$ cat config.mk
export PLATFORM = sky130hd
export DESIGN_NAME = instr_sequencer
export DESIGN_NICKNAME = d
export VERILOG_FILES = /design/src/rtl/instr_sequencer.sv
export SDC_FILE = /design/constraint.sdc
export NUM_CORES = 1
export LEC_CHECK = 0
export CORE_MARGIN = 2
export CORE_UTILIZATION = 35
export CTS_CLUSTER_SIZE = 25
export DETAILED_ROUTE_END_ITERATION = 7
export HOLD_SLACK_MARGIN = 0.08
export PLACE_DENSITY = 0.77
export SLEW_MARGIN = 20
export SYNTH_ARGS = -nofsm -noshare
export SYNTH_HDL_FRONTEND = slang
export SYNTH_SLANG_ARGS = --single-unit
$ cat constraint.sdc
create_clock -name clk -period 2.45 [get_ports clk]
set_input_delay 0.3675 -clock clk [delete_from_list [all_inputs] [get_ports clk]]
set_output_delay 0.3675 -clock clk [all_outputs]
set_load 0.005 [all_outputs]
$ cat src/rtl/instr_sequencer.sv
// rtl/instr_sequencer.sv - fetch/decode/execute sequencer driving the ALU, PC and status register
module instr_sequencer #(
  parameter int          PC_W    = 12,
  parameter logic [5:0]  LAST_OP = 6'h38
) (
  input  logic            clk,
  input  logic            reset,
  output logic            mem_req,
  output logic [PC_W-1:0] mem_addr,
  input  logic            mem_ack,
  input  logic [15:0]     mem_rdata,
  output logic [15:0]     instruction,
  output logic [5:0]      encoded_opcode,
  output logic            exec1,
  output logic            exec2,
  output logic [2:0]      rs1_addr,
  output logic [2:0]      rs2_addr,
  input  logic [15:0]     rs1data,
  input  logic [15:0]     aluout1,
  input  logic [15:0]     aluout2,
  input  logic [7:0]      alu_status,
  output logic [7:0]      status,
  output logic            reg_we,
  output logic [2:0]      reg_waddr,
  output logic [15:0]     reg_wdata,
  output logic [PC_W-1:0] pc,
  output logic            halted,
  output logic            illegal
);

  typedef enum logic [2:0] {
    S_FETCH  = 3'd0,
    S_DECODE = 3'd1,
    S_EXEC1  = 3'd2,
    S_EXEC2  = 3'd3,
    S_HALT   = 3'd4
  } state_t;

  localparam logic [5:0] OP_JMR = 6'h00;
  localparam logic [5:0] OP_JMI = 6'h01;
  localparam logic [5:0] OP_JEQ = 6'h02;
  localparam logic [5:0] OP_MUL = 6'h21;
  localparam logic [5:0] OP_STP = 6'h27;
  localparam logic [5:0] OP_FLG_LO = 6'h29;
  localparam logic [5:0] OP_FLG_HI = 6'h36;

  state_t          state_q, state_d;
  logic [PC_W-1:0] pc_q, pc_d;
  logic [15:0]     ir_q, ir_d;
  logic [7:0]      status_q, status_d;

  logic [5:0] op;
  logic [5:0] flg_off;
  logic       wb_op;
  logic       unused_ok;

  assign op      = ir_q[15:10];
  assign flg_off = op - OP_FLG_LO;
  assign wb_op   = (op >= 6'h03 && op <= 6'h09) || (op >= 6'h11 && op <= 6'h18) ||
                   (op >= 6'h1D && op <= 6'h1F) || (op == OP_MUL);

  assign unused_ok = ^{rs1data[15:PC_W], alu_status[7]};

  always_ff @(posedge clk or posedge reset) begin
    if (reset) begin
      state_q  <= S_FETCH;
      pc_q     <= '0;
      ir_q     <= '0;
      status_q <= '0;
    end else begin
      state_q  <= state_d;
      pc_q     <= pc_d;
      ir_q     <= ir_d;
      status_q <= status_d;
    end
  end

  always_comb begin
    state_d   = state_q;
    pc_d      = pc_q;
    ir_d      = ir_q;
    status_d  = status_q;
    mem_req   = 1'b0;
    exec1     = 1'b0;
    exec2     = 1'b0;
    reg_we    = 1'b0;
    reg_waddr = ir_q[9:7];
    reg_wdata = aluout1;
    illegal   = 1'b0;
    case (state_q)
      S_FETCH: begin
        // reset gating keeps the request low the instant reset rises
        mem_req = !reset;
        if (mem_ack) begin
          ir_d    = mem_rdata;
          pc_d    = pc_q + {{(PC_W-1){1'b0}}, 1'b1};
          state_d = S_DECODE;
        end
      end
      S_DECODE: state_d = S_EXEC1;
      S_EXEC1: begin
        exec1   = 1'b1;
        state_d = (op == OP_MUL) ? S_EXEC2 : S_FETCH;
        if (op > LAST_OP) begin
          illegal = 1'b1;
        end else if (wb_op) begin
          reg_we   = 1'b1;
          status_d = alu_status & 8'h7F;
        end else if (op >= OP_FLG_LO && op <= OP_FLG_HI) begin
          // pairs of ops per flag: even offset sets, odd offset clears
          status_d[flg_off[3:1]] = ~flg_off[0];
        end else if (op == OP_JMR) begin
          pc_d = rs1data[PC_W-1:0];
        end else if (op == OP_JMI) begin
          pc_d = ir_q[PC_W-1:0];
        end else if (op == OP_JEQ && status_q[0]) begin
          pc_d = ir_q[PC_W-1:0];
        end else if (op == OP_STP) begin
          state_d = S_HALT;
        end
      end
      S_EXEC2: begin
        exec2     = 1'b1;
        reg_we    = 1'b1;
        reg_waddr = ir_q[9:7] + 3'd1;
        reg_wdata = aluout2;
        state_d   = S_FETCH;
      end
      S_HALT:  state_d = S_HALT;
      default: state_d = S_FETCH;
    endcase
  end

  assign mem_addr       = pc_q;
  assign pc             = pc_q;
  assign instruction    = ir_q;
  assign encoded_opcode = op;
  assign rs1_addr       = ir_q[6:4];
  assign rs2_addr       = ir_q[3:1];
  assign status         = status_q;
  assign halted         = (state_q == S_HALT);

endmodule

==> flow_summary.ini <==
[worst_setup_path]
r2r_start = instruction[11]$_DFFE_PP0P_
crit_path_top_delay_cell = dfrtp_2
slowest_delay_ns = 0.45
crit_chain = buf_4, ha_4, o21ba_4, a2111oi_4, o32ai_2, and2_4, o21a_1, buf_2
required_ns = 2.08
path_class = register to output pin
crit_path_start_kind = register
endpoint_kind = output pin
worstPathMaxFanout = 4
reg2reg_depth = 10
reg2reg_setup_slack_ns = 0.06
arrival_ns = 2.11
regToRegEndpoint = status[1]$_DFFE_PP0P_

[sta]
period_share_pct = 101
finalClockSkew_ns = 0.00758
rsz0062_at_grt = true
worst_pin_slew_ns = 0.511
fmax_mhz = 404
holdWs_ns = 0.522
max_slew_margin_pct = 65.9
hold_viol = 0
fin_crit_ns = 2.47
slew_violations = 0
finalSetupViolCount = 1
fin_ws_ns = -0.0228

[hold_path]
hold_depth = 1
hold_end = status[2]$_DFFE_PP0P_
hold_class = register to register
min_from = status[2]$_DFFE_PP0P_

[layout]
diodes = 0
fin_nets = 573
drive_above_1_share_pct = 23.2
stdcell_count = 594
syn_to_final_growth_pct = 71.4

[run_status]
violations = negative setup slack
outcome = finished, violations left

[detailed_routing]
ant_nets = 0
wire_per_inst_um = 15.8
drt_iter0_markers = 225
via_per_inst = 5.14
drcViolationCount = 0
firstDrtPassIters = 4
vias = 3056
routed_wirelength_um = 9370

[yosys]
ys_warn_count = 0
ys_async_sr_fraction_pct = 100
synthCells = 322
synth_fp_nets = 404
synth_edf_count = 0
synth_area_um2 = 2850
syn_area_per_cell_um2 = 8.86
synth.distinct_cells = 56
synth-seq-cells = 39
synth-seq-area-share_pct = 34.2
yosys_most_used_dff = dfrtp_1

[placed_design]
dp_cells = 569
hpwl_um = 6980
io_buffer_count = 154
gp_congestion = 0.898

[floorplan]
core_region_area_um2 = 7810
rows = 32
die_y_um = 94.3
die_area_um2 = 8880
die_w_um = 94.3
start_util_pct = 36.5
ios = 160

[global_routing]
antenna_found_initial = 0
grt_max_degree = 40
grt-ovfl-total = 0
grt_pass1_wl_um = 14600
first_global_vias = 3038
grt_use_total_pct = 20.9

[power_and_ir_drop]
power_density_nw_per_um2 = 1100
power_leakage_nw = 2.25
vdd_drop_max_uv = 395

[cts]
root_buffer = clkbuf_8
holdBufCountCts = 0
cts_tree = done
clock_path_buffers = 2
cts.clk_slew.worst_paths_ns = 0.08
cts.htree.levels = 2
clk_latency_ns = 0.30
cts.sinks = 39
cts_buffers = 5

[run]
drv_cap = 0
==> cell usage after synthesis, drive strengths merged, types with 5 or more instances <==
library cell	n	area share (%)
nand2	66	8.8
o32a	5	1.8
nor2	15	2.0
buf	32	8.4
o22ai	8	1.8
a21oi	11	1.9
dfrtp	39	34
nand4	5	1.1
clkbuf	10	1.3
inv	10	1.3
nor3	11	2.1
mux2	25	9.9
mux2i	10	3.5
ha	7	3.1
o21ai	8	1.5
==> flip-flops by register name, summed over array words and instances (netlist names) <==
register     count
mem_addr        12
state_q          3
status           8
instruction     16
==> metal layers <==
metal | global-route usage [%] | share of wire [%] | up-vias
met1 | 25.3 | 40 | 1434
met3 | 5.62 | 8.9 | 10
met2 | 36.2 | 50 | 156
met4 | 6.04 | 1.3 | 0
li1 | - | - | 1456
met5 | 0 | 0 | -
==> worst max-delay path, delay by kind of cell, from the launching register on <==
kind	cells	cell delay, ns
adders and majority gates	1	0.15
and+or+nand+nor	1	0.19
DFF	1	0.45
buffers and inverters	2	0.28
AOI/OAI and AO/OA	4	0.73
==> what timing repair did <==
| item | CTS | global route |
|---|---|---|
| resized for setup | 18 | 26 |
| endpoints found under the setup margin | 21 | 27 |
| setup buffers | 4 | 12 |
| pin swaps | 5 | 3 |
| cloned | 0 | 1 |
==> kinds of logic (layout without fill, tap and decap cells) <==
kind of cell,Yosys count,count (layout),synth area share [%]
AOI/OAI and AO/OA,64,64,17.3
xor gates and xnor gates,5,5,1.54
adders and majority gates,7,7,3.07
buffers and inverters,53,223,11.1
DFF,39,39,34.2
muxes,35,35,13.4
and+or+nand+nor,119,119,19.3
==> placed cells by master, fill, tap and decap left out, types with 4 or more instances in the layout <==
cell,count
mux2i_1,10
nor4_1,4
clkdlybuf4s50_1,138
mux2_2,24
o22ai_1,8
dfrtp_1,36
o21ai_0,7
o32a_1,5
a31oi_1,4
clkbuf_8,5
a21o_1,4
a21oi_1,10
nand4_1,5
nor2_1,15
nor3_1,8
buf_4,46
nand3_1,4
nand2_1,65
dlymetal6s2s_1,15
inv_1,8
==> stage by stage <==
| stage | worst slack (ns) | util, % | setup TNS (ns) | instance area [um^2] | total power, W |
|---|---|---|---|---|---|
| global route | -0.0921 | 62.6 | -0.111 | 4890 | 0.00581 |
| detailed placement | -0.160 | 57.8 | -0.245 | 4510 | 0.00465 |
| global placement | -0.0721 | 57.8 | -0.0721 | 4510 | 0.00458 |
| CTS | -0.0515 | 59.8 | -0.0515 | 4670 | 0.00524 |
| finish | -0.0228 | 62.6 | -0.0228 | 4890 | 0.00539 |
| floorplan | 0.0105 | - | 0 | 2850 | 0.00309 |
==> cell type report <==
class / count / area [um^2]
fillers: 663 / 2920
repair buffers: 204 / 2000
multi-input cells: 230 / 1660
flip-flops and latches: 39 / 980
well taps: 102 / 128
clock buffers: 6 / 72.6
inverters: 11 / 41.3
clock inverters: 2 / 12.5
==> worst max-delay path by stage <==
stage	start	end	slack, ns	depth (start not counted)
after floorplan	instruction[10]$_DFFE_PP0P_	mem_addr[0]$_DFFE_PP0P_	0.01	9
after global placement	instruction[11]$_DFFE_PP0P_	reg_we	-0.07	8
after detailed placement	instruction[11]$_DFFE_PP0P_	reg_we	-0.16	8
after CTS	instruction[10]$_DFFE_PP0P_	reg_we	-0.05	7
after global routing	instruction[10]$_DFFE_PP0P_	reg_we	-0.09	8
final	instruction[11]$_DFFE_PP0P_	reg_we	-0.02	8
==> power breakdown <==
group          switching, W  internal (W)  leakage [nW]
registers          0.000406      0.000931         0.476
clock network      0.000238      0.000199        0.0412
logic               0.00148       0.00214          1.73
(Power assumes the default switching activity.)
